<file path="src/rtl/cdb_arbiter_pkg.sv">
// Shared CDB layout, FU tags and arbiter defaults used by cdb_arbiter and its testbench.
// Field layout of a CDB word: {valid, FU tag, RS one-hot, value}.
package cdb_arbiter_pkg;

    localparam int CDB_VAL_W      = 32;
    localparam int CDB_RS_W       = 4;
    localparam int CDB_TAG_W      = 3;
    localparam int NUM_CDBBITS    = 1 + CDB_TAG_W + CDB_RS_W + CDB_VAL_W;
    localparam int FU_DATA_W      = NUM_CDBBITS - 1;
    localparam int CDB_ON_FIELD   = NUM_CDBBITS - 1;
    localparam int CDB_FU_FIELD   = CDB_RS_W + CDB_VAL_W;
    localparam int CDB_RS_FIELD   = CDB_VAL_W;
    localparam int CDB_ARB_NUM_FU = 4;

    localparam logic [CDB_TAG_W-1:0] FU_TAG_ALU = 3'd0;
    localparam logic [CDB_TAG_W-1:0] FU_TAG_MUL = 3'd1;
    localparam logic [CDB_TAG_W-1:0] FU_TAG_LSU = 3'd2;
    localparam logic [CDB_TAG_W-1:0] FU_TAG_DIV = 3'd3;

    // True when two or more bits of a request vector (up to 8 FUs) are set.
    function automatic logic multi_hot(input logic [7:0] v);
        return (v & (v - 8'd1)) != 8'd0;
    endfunction

endpackage

</file>
<file path="src/rtl/cdb_arbiter_rr_pick.sv">
// rr_pick: combinational round-robin picker returning a one-hot winner,
// searching ptr, ptr+1, ..., wrapping to ptr-1.
module rr_pick #(
    parameter int NUM_FU = 4,
    parameter int PW     = 2
) (
    input  logic [NUM_FU-1:0] req_masked,
    input  logic [PW-1:0]     ptr,
    output logic [NUM_FU-1:0] winner
);

    logic [PW:0] w_idx;

    // Walk offsets from farthest to nearest so the nearest requester overwrites the result.
    always_comb begin
        winner = '0;
        w_idx  = '0;
        for (int i = NUM_FU - 1; i >= 0; i--) begin
            w_idx = {1'b0, ptr} + (PW+1)'(i);
            if (w_idx >= (PW+1)'(NUM_FU)) begin
                w_idx = w_idx - (PW+1)'(NUM_FU);
            end else begin
                w_idx = w_idx;
            end
            if (req_masked[w_idx[PW-1:0]]) begin
                winner                 = '0;
                winner[w_idx[PW-1:0]]  = 1'b1;
            end else begin
                winner = winner;
            end
        end
    end

endmodule

</file>
<file path="src/rtl/cdb_arbiter.sv">
// cdb_arbiter: round-robin common-data-bus arbiter with one-cycle registered broadcast.
// Optional performance counters are built when CDB_ARB_PERF_EN is defined.
import cdb_arbiter_pkg::*;

module cdb_arbiter #(
    parameter int NUM_FU = CDB_ARB_NUM_FU
) (
    input  logic                        clk,
    input  logic                        rst,
    input  logic [NUM_FU-1:0]           req,
    input  logic [NUM_FU*FU_DATA_W-1:0] fu_data,
    output logic [NUM_CDBBITS-1:0]      cdb,
    output logic [NUM_FU-1:0]           grant,
    output logic [15:0]                 perf_grants,
    output logic [15:0]                 perf_conflicts
);

    localparam int PW = $clog2(NUM_FU);
    localparam int DW = FU_DATA_W;

    logic [PW-1:0]          r_ptr;
    logic [NUM_FU-1:0]      r_grant;
    logic [NUM_CDBBITS-1:0] r_cdb;
    logic [NUM_FU-1:0]      w_req_masked;
    logic [NUM_FU-1:0]      w_winner;
    logic                   w_any;
    logic [PW-1:0]          w_win_idx;
    logic [PW-1:0]          w_ptr_nxt;
    logic [DW-1:0]          w_win_data;

    // Last cycle's grant doubles as the exclusion mask: its req is still up until the FU sees the bus.
    always_comb begin
        w_req_masked = req & ~r_grant;
    end

    rr_pick #(
        .NUM_FU (NUM_FU),
        .PW     (PW)
    ) u_rr_pick (
        .req_masked (w_req_masked),
        .ptr        (r_ptr),
        .winner     (w_winner)
    );

    // Encode the winner and mux its fu_data slice.
    always_comb begin
        w_win_idx  = '0;
        w_win_data = '0;
        for (int i = 0; i < NUM_FU; i++) begin
            if (w_winner[i]) begin
                w_win_idx  = PW'(i);
                w_win_data = fu_data[i*DW +: DW];
            end else begin
                w_win_data = w_win_data;
            end
        end
        w_any = |w_winner;
        if (w_win_idx == PW'(NUM_FU - 1)) begin
            w_ptr_nxt = '0;
        end else begin
            w_ptr_nxt = w_win_idx + PW'(1);
        end
    end

    // Arbitration state: bus word, grant and round-robin pointer.
    always_ff @(posedge clk or posedge rst) begin
        if (rst) begin
            r_cdb   <= '0;
            r_grant <= '0;
            r_ptr   <= '0;
        end else if (w_any) begin
            r_cdb   <= {1'b1, w_win_data};
            r_grant <= w_winner;
            r_ptr   <= w_ptr_nxt;
        end else begin
            r_cdb   <= {1'b0, r_cdb[NUM_CDBBITS-2:0]};
            r_grant <= '0;
            r_ptr   <= r_ptr;
        end
    end

    assign cdb   = r_cdb;
    assign grant = r_grant;

`ifdef CDB_ARB_PERF_EN
    logic [15:0] r_perf_grants;
    logic [15:0] r_perf_conflicts;
    logic        w_conflict;

    // Contention is judged on eligible requests only, after exclusion.
    always_comb begin
        w_conflict = multi_hot(8'(w_req_masked));
    end

    // Saturating event counters.
    always_ff @(posedge clk or posedge rst) begin
        if (rst) begin
            r_perf_grants    <= 16'h0000;
            r_perf_conflicts <= 16'h0000;
        end else begin
            if (w_any && (r_perf_grants != 16'hFFFF)) begin
                r_perf_grants <= r_perf_grants + 16'h0001;
            end else begin
                r_perf_grants <= r_perf_grants;
            end
            if (w_conflict && (r_perf_conflicts != 16'hFFFF)) begin
                r_perf_conflicts <= r_perf_conflicts + 16'h0001;
            end else begin
                r_perf_conflicts <= r_perf_conflicts;
            end
        end
    end

    assign perf_grants    = r_perf_grants;
    assign perf_conflicts = r_perf_conflicts;
`else
    assign perf_grants    = 16'h0000;
    assign perf_conflicts = 16'h0000;
`endif

endmodule
</file>
<file path="config.mk">
export PLATFORM = sky130hd
export DESIGN_NAME = cdb_arbiter
export DESIGN_NICKNAME = d
export VERILOG_FILES = /design/src/rtl/cdb_arbiter_pkg.sv /design/src/rtl/cdb_arbiter_rr_pick.sv /design/src/rtl/cdb_arbiter.sv
export SDC_FILE = /design/constraint.sdc
export NUM_CORES = 1
export LEC_CHECK = 0
export BUFFER_PORTS_ARGS = -buffer_cell sky130_fd_sc_hd__buf_2
export CAP_MARGIN = 20
export CELL_PAD_IN_SITES_DETAIL_PLACEMENT = 1
export CELL_PAD_IN_SITES_GLOBAL_PLACEMENT = 1
export CORE_ASPECT_RATIO = 0.9
export CORE_MARGIN = 5
export CORE_UTILIZATION = 27
export DETAILED_ROUTE_END_ITERATION = 7
export PLACE_DENSITY = 0.77
export SETUP_SLACK_MARGIN = 0.5
export SLEW_MARGIN = 10
export SYNTH_ARGS = -nofsm -noshare
export SYNTH_HDL_FRONTEND = slang
export SYNTH_SLANG_ARGS = --single-unit
export TNS_END_PERCENT = 50
</file>
<file path="constraint.sdc">
create_clock -name clk -period 3.09 [get_ports clk]
set_input_delay 0.4635 -clock clk [delete_from_list [all_inputs] [get_ports clk]]
set_output_delay 0.4635 -clock clk [all_outputs]
set_load 0.02 [all_outputs]
</file>
==> flow_metrics.env, run 1 <==
export IMPL_status="finished clean"
export IMPL_setup_violations=0
export IMPL_synth_distinct_cells=47
export IMPL_ff2ff_path_depth=10
export IMPL_path_depth=10
export IMPL_wl_met2_mm=7.74
export IMPL_num_rows=39
export IMPL_overflow=0
export IMPL_period_share=0.987
export IMPL_fin_area_sq_um=5150
export IMPL_hold_viol=0
export IMPL_ioPinCount=238
export IMPL_cts_sinks=46
export IMPL_synth_top_area_frac=0.332
export IMPL_slew_viol_final=0
export IMPL_die_area_sq_um=15200
export IMPL_cts_tree="done"
export IMPL_synth_edff_count=0
export IMPL_antenna_cells=0
export IMPL_crit_fanout=15
export IMPL_synthTopCellsByCount="a22o_1 (78), dfrtp_1 (46), nand2b_1 (43), a221o_1 (39), buf_4 (35)"
export IMPL_hold_ws_ns=0.176
export IMPL_crit_family="compound AO/OA/AOI/OAI gates"
export IMPL_regArea_sq_um=1150
export IMPL_hpwl_mm=11.1
export IMPL_cp_cell_sequence="clkinvlp_4 -> ha_4 -> mux4_2 -> a311o_1 -> a31oi_4 -> nor4_4 -> buf_4 -> buf_12 -> a221o_1 -> a22o_1"
export IMPL_viasPerCell=5.27
export IMPL_drive_gt1_frac=0.509
export IMPL_finalWirelength_mm=15.5
export IMPL_synth_area_per_cell_sq_um=10.4
export IMPL_cpPeakStageDelay_ns=0.57
export IMPL_syn_area_sq_um=3460
export IMPL_fp_coreArea_sq_um=12600
export IMPL_drcViolationCount=0
export IMPL_fin_worst_skew_ns=0.00626
export IMPL_synth_seq_cells=46
export IMPL_post_dp_cell_area_sq_um=4670
export IMPL_start_util=0.274
export IMPL_rsz0062_at_grt="true"
export IMPL_start_kind="flip-flop"
export IMPL_antenna_found_initial=0
export IMPL_dr_pass1_iters=4
export IMPL_clock_path_buffers=2
export IMPL_fin_util=0.407
export IMPL_ys_flop_type="dfrtp_1"
export IMPL_grt_pass1_wl_mm=22.6
export IMPL_area_delta_synth_final_pct=48.7
export IMPL_grtUsageTotal=0.186
export IMPL_place_congestion=0.900
export IMPL_dr_total_vias=3797
export IMPL_highest_layer="met4"
export IMPL_antenna_left=0
export IMPL_grt_pass1_vias=4165
export IMPL_synth_seq_area_share=0.332
export IMPL_clkLatencyLatePin_ns=0.29
export IMPL_worstMarginPinSlew_ns=0.648
export IMPL_io_buffer_count=205
export IMPL_worst_path_max_delay_cell="mux4_2"
export IMPL_cts_root_buf="clkbuf_16"
export IMPL_fmax_mhz=328
export IMPL_numCtsBuffers=5
export IMPL_syn_inst=333
export IMPL_fp_dieH_microns=117
export IMPL_yosysTopAreaCell="dfrtp_1"
export IMPL_grt_max_degree=47
export IMPL_path_clk_slew_ns=0.07
export IMPL_cts_htree_levels=2
export IMPL_cap_violations=0
export IMPL_multiInputGateArea_sq_um=2130
export IMPL_crit_buf_inv=3
export IMPL_yosysMostFrequentCell="a22o_1"
export IMPL_end_kind="flip-flop"
export IMPL_fill_cells=1500
export IMPL_critPathKind="reg -> reg"
export IMPL_wl_met1_mm=5.94
export IMPL_route_met3_wl_mm=1.50
export IMPL_synth_area_top_cells="dfrtp_1 (33%), a22o_1 (20%), a221o_1 (11%)"
export IMPL_ys_warnings_count=0
export IMPL_maxSlewHeadroom=0.566
export IMPL_cp_data_arrival_time_ns=3.22
export IMPL_drtIter0Drc=189
export IMPL_hold_class="in -> async"
export IMPL_wl_per_cell_microns=21.6
export IMPL_required_ns=3.26
export IMPL_fin_crit_ns=3.05
export IMPL_async_flop_share=1.00
export IMPL_fin_nets=725
export IMPL_die_w_microns=129
==> path summary, 6_finish.rpt <==
path / endpoint / start / slack [ns]
worst max-delay path: cdb[5] / r_ptr[0] / 0.04
worst min-delay path: cdb[24] / rst / 0.18
worst max register to register: cdb[5] / r_ptr[0] / 0.04
worst min register to register: cdb[9] / cdb[9] / 0.50
max in group asynchronous: r_ptr[1] / rst / 2.38
min in group clk: cdb[25] / fu_data[142] / 0.48
==> layer usage <==
metal  global-route usage  vias to the layer above
met5                    0                        -
met4               0.0604                        0
met3               0.0482                       23
met2                0.329                      215
met1                0.217                     1858
li1                     -                     1701
==> stage by stage <==
stage / setup slack, ns / setup TNS [ns] / std cells
floorplan: 0.147 / 0 / 364
global placement: -0.0958 / -0.346 / 693
detailed placement: -0.184 / -4.06 / 693
CTS: 0.0113 / 0 / 713
global route: -0.0494 / -0.797 / 720
finish: 0.0412 / 0 / 720
==> logic make-up (layout without fill, tap and decap cells) <==
family | count (synthesis) | count (layout) | synth area share
flops | 46 | 46 | 0.332
buf+inv | 67 | 257 | 0.117
mux | 3 | 3 | 0.0195
compound gates | 135 | 135 | 0.354
other cells | 1 | 32 | 0.00108
fa+ha+maj | 8 | 8 | 0.0289
simple gates | 73 | 75 | 0.147
==> cell type report <==
cell class | instances | share of cell area
multi-input combinational | 253 | 0.414
timing repair buffer | 244 | 0.286
sequential | 46 | 0.224
tap | 164 | 0.0399
clock buffer | 7 | 0.0296
inverter | 5 | 0.00437
clock inverter | 1 | 0.00170
==> layout by cell type, fill, tap and decap left out, drive strengths merged, types with 2 or more instances in the layout <==
cell	synthesis	layout
nand4	2	2
a21oi	2	2
clkbuf	18	9
a311oi	2	2
inv	5	4
ha	8	8
a221o	39	39
dfrtp	46	46
a311o	2	2
nor4	2	2
conb	1	32
nand2	3	3
a211oi	2	2
mux4	3	3
nor4bb	2	2
a22o	78	78
nand2b	43	43
nor3	3	3
nor2	3	3
buf	44	242
a31oi	3	3
nor2b	5	7
==> repair_timing <==
action	CTS	global route
gates cloned	4	2
setup endpoints to repair	42	42
pin swaps	5	23
setup buffers	8	4
resized for setup	19	1
hold buffers	0	0
==> worst reg2reg max path, delay by kind of cell, from the launching register on <==
kind / cells / cell delay, ns
buffers and inverters: 3 / 0.46
DFF: 1 / 0.45
and+or+nand+nor: 1 / 0.06
muxes: 1 / 0.57
AOI/OAI and AO/OA: 4 / 1.10
adders and majority gates: 1 / 0.31
==> state kept, by name (all words and copies together) (netlist names) <==
| signal | flops |
|---|---|
| cdb | 40 |
| grant | 4 |
| r_ptr | 2 |
Power of run 1 is left out: the tool's default activity adds up to more than one toggle a clock period on the data nets, which glitch-free logic cannot reach.
==> run 2: changes to the inputs <==
--- a/config.mk
+++ b/config.mk
@@ -11,9 +11,9 @@
 export CELL_PAD_IN_SITES_GLOBAL_PLACEMENT = 1
 export CORE_ASPECT_RATIO = 0.9
 export CORE_MARGIN = 5
-export CORE_UTILIZATION = 27
+export CORE_UTILIZATION = 30
 export DETAILED_ROUTE_END_ITERATION = 7
-export PLACE_DENSITY = 0.77
+export PLACE_DENSITY = 0.81
 export SETUP_SLACK_MARGIN = 0.5
 export SLEW_MARGIN = 10
 export SYNTH_ARGS = -nofsm -noshare
==> constraint.sdc (replaced) <==
create_clock -name clk -period 3.3 [get_ports clk]
set_input_delay 0.495 -clock clk [delete_from_list [all_inputs] [get_ports clk]]
set_output_delay 0.495 -clock clk [all_outputs]
set_load 0.02 [all_outputs]
==> run 2 against run 1 <==
Die area is 9.2% lower. Setup slack better by 0.33 ns. Cell area is 0.66% lower. Non-clock buffer count is 4 lower. Global-route usage is 1.6 points higher. Clock-buffer cell count is 2 lower. Cell count is 1.7% lower. Critical endpoint is now cdb[28]. Largest cell class unchanged. Sequential share of layout area is 0.15 points higher.
==> flow_metrics.env, run 2 (synthesis gave the netlist of run 1 again) <==
export IMPL_crit_fanout=12
export IMPL_drtIter0Drc=221
export IMPL_antenna_cells=0
export IMPL_cp_cell_sequence="clkinvlp_4 -> ha_4 -> mux4_2 -> a311o_1 -> a31oi_4 -> nor4_4 -> buf_6 -> clkbuf_16 -> a221o_1 -> a22o_1"
export IMPL_r2r_slack_ns=0.37
export IMPL_maxSlewHeadroom=0.588
export IMPL_final_common_cell="buf_2"
export IMPL_die_w_microns=123
export IMPL_crit_buf_inv=3
export IMPL_fmax_mhz=341
export IMPL_grt_pass1_wl_mm=22.1
export IMPL_reg2reg_from="r_ptr[0]"
export IMPL_wl_per_cell_microns=21.1
export IMPL_path_clk_slew_ns=0.07
export IMPL_grtUsageTotal=0.202
export IMPL_num_rows=37
export IMPL_die_area_sq_um=13800
export IMPL_overflow=0
export IMPL_cap_violations=0
export IMPL_layout_common_cells="buf_2 (206), a22o_1 (78), dfrtp_1 (44), nand2b_1 (43), a221o_1 (39)"
export IMPL_viasPerCell=5.30
export IMPL_crit_family="compound AO/OA/AOI/OAI gates"
export IMPL_cts_tree="done"
export IMPL_setup_violations=0
export IMPL_antenna_found_initial=0
export IMPL_drive_gt1_frac=0.514
export IMPL_fin_worst_skew_ns=0.00898
export IMPL_finalWirelength_mm=14.9
export IMPL_cts_hold_buf=0
export IMPL_end_kind="flip-flop"
export IMPL_clock_path_buffers=2
export IMPL_hold_viol=0
export IMPL_critPathKind="reg -> reg"
export IMPL_fin_crit_ns=2.93
export IMPL_cts_sinks=46
export IMPL_start_kind="flip-flop"
export IMPL_r2r_end="cdb[28]"
export IMPL_place_congestion=0.864
export IMPL_ioPinCount=238
export IMPL_drcViolationCount=0
export IMPL_grt_pass1_vias=4181
export IMPL_cpPeakStageDelay_ns=0.57
export IMPL_start_util=0.304
export IMPL_largest_reg_flops=40
export IMPL_hold_class="in -> async"
export IMPL_required_ns=3.48
export IMPL_fin_nets=721
export IMPL_fin_setup_tns_ns=0
export IMPL_hpwl_mm=10.8
export IMPL_rsz0062_at_grt="true"
export IMPL_ff2ff_path_depth=10
export IMPL_antenna_left=0
export IMPL_clkLatencyLatePin_ns=0.29
export IMPL_dr_total_vias=3751
export IMPL_slew_viol_final=0
export IMPL_fp_dieH_microns=112
export IMPL_dr_pass1_iters=4
export IMPL_io_buffer_count=205
export IMPL_cts_htree_levels=2
export IMPL_grt_max_degree=47
export IMPL_numCtsBuffers=5
export IMPL_fp_coreArea_sq_um=11400
export IMPL_worstMarginPinSlew_ns=0.616
export IMPL_cp_data_arrival_time_ns=3.11
export IMPL_status="finished clean"
export IMPL_area_delta_synth_final_pct=47.7
export IMPL_cts_root_buf="clkbuf_16"
export IMPL_period_share=0.889
export IMPL_worst_path_max_delay_cell="mux4_2"
-- run 2: cell types whose count changed in the layout (fill, tap and decap cells not counted), sizes merged --
cell	before	now
buf	242	237
clkbuf	9	8
clkinv	1	2
clkinvlp	1	2
-- run 2: how the worst max path moves through the flow --
| stage | from | endpoint | slack [ns] | cells after the start |
|---|---|---|---|---|
| after CTS | r_ptr[0] | cdb[37] | 0.38 | 9 |
| final | r_ptr[0] | cdb[28] | 0.37 | 10 |
| after global placement | r_ptr[0] | cdb[5] | 0.06 | 8 |
| after detailed placement | r_ptr[0] | cdb[14] | -0.04 | 8 |
| after global routing | r_ptr[1] | cdb[33] | 0.25 | 10 |
| after floorplan | r_ptr[0] | cdb[12] | 0.36 | 11 |
-- run 2: through the flow --
step                setup slack, ns  cell area [sq um]  std cells  hold slack, ns   util
floorplan                     0.357               3620        364           0.611      -
global placement             0.0574               4590        679           0.483  0.403
detailed placement          -0.0380               4590        679           0.485  0.403
CTS                           0.382               4910        698           0.507  0.432
global route                  0.252               5110        708           0.282  0.449
finish                        0.368               5110        708           0.239  0.449
-- run 2: timing repair --
action / in CTS / in global routing
resized for setup: 19 / 19
pin swaps: 3 / 4
endpoints found under the setup margin: 43 / 41
gates cloned: 3 / 3
buffers inserted: 8 / 6
-- run 2: per-layer routing --
metal	global-route usage	share of wire
met5	0	0
met4	0.0554	0.018
met3	0.0447	0.090
met2	0.373	0.51
met1	0.231	0.38
-- run 2: cell type report --
class / count / area (sq um)
fillers: 1392 / 6270
flip-flops and latches: 46 / 1150
inverters: 5 / 22.5
clock inverters: 3 / 21.3
well taps: 156 / 195
clock buffers: 5 / 125
multi-input cells: 253 / 2170
repair buffers: 240 / 1420
Power of run 2 is left out for the same reason.
==> run 3: changes to the inputs <==
--- a/config.mk
+++ b/config.mk
@@ -14,7 +14,7 @@
 export CORE_UTILIZATION = 30
 export DETAILED_ROUTE_END_ITERATION = 7
 export PLACE_DENSITY = 0.81
-export SETUP_SLACK_MARGIN = 0.5
+export SETUP_SLACK_MARGIN = 0.3
 export SLEW_MARGIN = 10
 export SYNTH_ARGS = -nofsm -noshare
 export SYNTH_HDL_FRONTEND = slang
==> run 3 against run 2 <==
Die area is the same. Largest cell class unchanged. Routed wire length grew 3.9%. Critical path type unchanged. Hold slack lost 0.042 ns. Via count increased by 2.6%.
==> flow_metrics.env, run 3 (synthesis gave the netlist of run 1 again) <==
export IMPL_status="finished clean"
export IMPL_path_clk_slew_ns=0.07
export IMPL_die_area_sq_um=13800
export IMPL_grt_max_degree=47
export IMPL_cts_sinks=46
export IMPL_cts_root_buf="clkbuf_16"
export IMPL_dp_worst_setup_slack_ns=-0.0132
export IMPL_io_buffer_count=205
export IMPL_cap_violations=0
export IMPL_end_kind="flip-flop"
export IMPL_cts_tree="done"
export IMPL_postLayoutSetupSlackWorst_ns=0.246
export IMPL_finalWirelength_mm=15.5
export IMPL_setup_violations=0
export IMPL_fmax_mhz=327
export IMPL_grt_pass1_wl_mm=22.8
export IMPL_required_ns=3.48
export IMPL_die_w_microns=123
export IMPL_critPathKind="reg -> reg"
export IMPL_fp_coreArea_sq_um=11400
export IMPL_period_share=0.926
export IMPL_layout_common_cells="buf_2 (205), a22o_1 (78), dfrtp_1 (45), nand2b_1 (43), a221o_1 (39)"
export IMPL_worst_path_max_delay_cell="mux4_2"
export IMPL_clkLatencyLatePin_ns=0.30
export IMPL_ioPinCount=238
export IMPL_fin_nets=732
export IMPL_dr_pass1_iters=4
export IMPL_num_rows=37
export IMPL_cts_htree_levels=2
export IMPL_antenna_left=0
export IMPL_worstMarginPinSlew_ns=0.549
export IMPL_fin_worst_skew_ns=0.00879
export IMPL_rsz0062_at_grt="true"
export IMPL_grt_pass1_vias=4120
export IMPL_final_common_cell="buf_2"
export IMPL_hold_class="in -> async"
export IMPL_start_util=0.304
export IMPL_crit_fanout=10
export IMPL_place_congestion=0.894
export IMPL_largest_reg_flops=40
export IMPL_clock_path_buffers=2
export IMPL_dr_total_vias=3847
export IMPL_viasPerCell=5.35
export IMPL_fin_crit_ns=3.05
export IMPL_hpwl_mm=10.4
export IMPL_drtIter0Drc=226
export IMPL_area_delta_synth_final_pct=50.1
export IMPL_antenna_found_initial=0
export IMPL_cpPeakStageDelay_ns=0.52
export IMPL_cts_hold_buf=0
export IMPL_drive_gt1_frac=0.515
export IMPL_numCtsBuffers=5
export IMPL_start_kind="flip-flop"
export IMPL_hold_viol=0
export IMPL_cp_data_arrival_time_ns=3.24
export IMPL_antenna_cells=0
export IMPL_cp_cell_sequence="inv_2 -> ha_4 -> mux4_2 -> buf_6 -> a311o_1 -> a31oi_4 -> nor4_4 -> buf_4 -> bufbuf_16 -> a221o_1 -> a22o_1"
export IMPL_wl_per_cell_microns=21.5
export IMPL_maxSlewHeadroom=0.632
export IMPL_fp_dieH_microns=112
export IMPL_overflow=0
export IMPL_grtUsageTotal=0.214
export IMPL_drcViolationCount=0
export IMPL_fill_cells=1376
export IMPL_slew_viol_final=0
run 3: metrics by stage:
step | instance area, sq um | instances | utilization | hold slack [ns] | TNS [ns]
finish | 5200 | 719 | 0.456 | 0.197 | 0
global route | 5200 | 719 | 0.456 | 0.239 | 0
CTS | 5110 | 713 | 0.449 | 0.497 | 0
detailed placement | 4600 | 678 | 0.404 | 0.485 | -0.0132
global placement | 4600 | 678 | 0.404 | 0.483 | 0
floorplan | 3600 | 364 | - | 0.611 | 0
run 3: what timing repair did:
action                     4_1_cts  5_1_grt
hold endpoints to repair         0        0
setup buffers                   21        5
gates resized for setup         22        7
gates cloned                     6        0
pin swaps                        8        4
setup endpoints to repair       41       41
run 3: layer usage:
layer | global-route usage | up-vias | part of all wire
met3 | 0.0447 | 34 | 0.097
met5 | 0 | - | 0
met1 | 0.263 | 1862 | 0.39
li1 | - | 1720 | -
met2 | 0.368 | 231 | 0.49
met4 | 0.0731 | 0 | 0.027
run 3: path summary, 6_finish.rpt:
kind	startpoint	endpoint	slack, ns	cells after the start
max in group asynchronous	rst	r_ptr[0]	2.56	3
min in group clk	fu_data[147]	cdb[30]	0.50	3
min reg2reg	cdb[37]	cdb[37]	0.50	1
min	rst	cdb[25]	0.20	2
max reg2reg	r_ptr[0]	cdb[13]	0.25	11
max	r_ptr[0]	cdb[13]	0.25	11
run 3: critical path: cells and delay by family, from the launching register on:
family | cells | cell delay [ns]
AOI/OAI and AO/OA | 4 | 1.02
adders and majority gates | 1 | 0.28
buffers and inverters | 4 | 0.65
DFF | 1 | 0.42
muxes | 1 | 0.52
and+or+nand+nor | 1 | 0.07
run 3: area by class of cell:
class                   instances  area [sq um]  area share
inverters                       5          18.8     0.00361
multi-input cells             254          2150       0.413
clock buffers                   6           129      0.0248
flip-flops and latches         46          1150       0.222
clock inverters                 2          37.5     0.00722
repair buffers                250          1520       0.292
well taps                     156           195      0.0375
Power of run 3 is left out for the same reason.
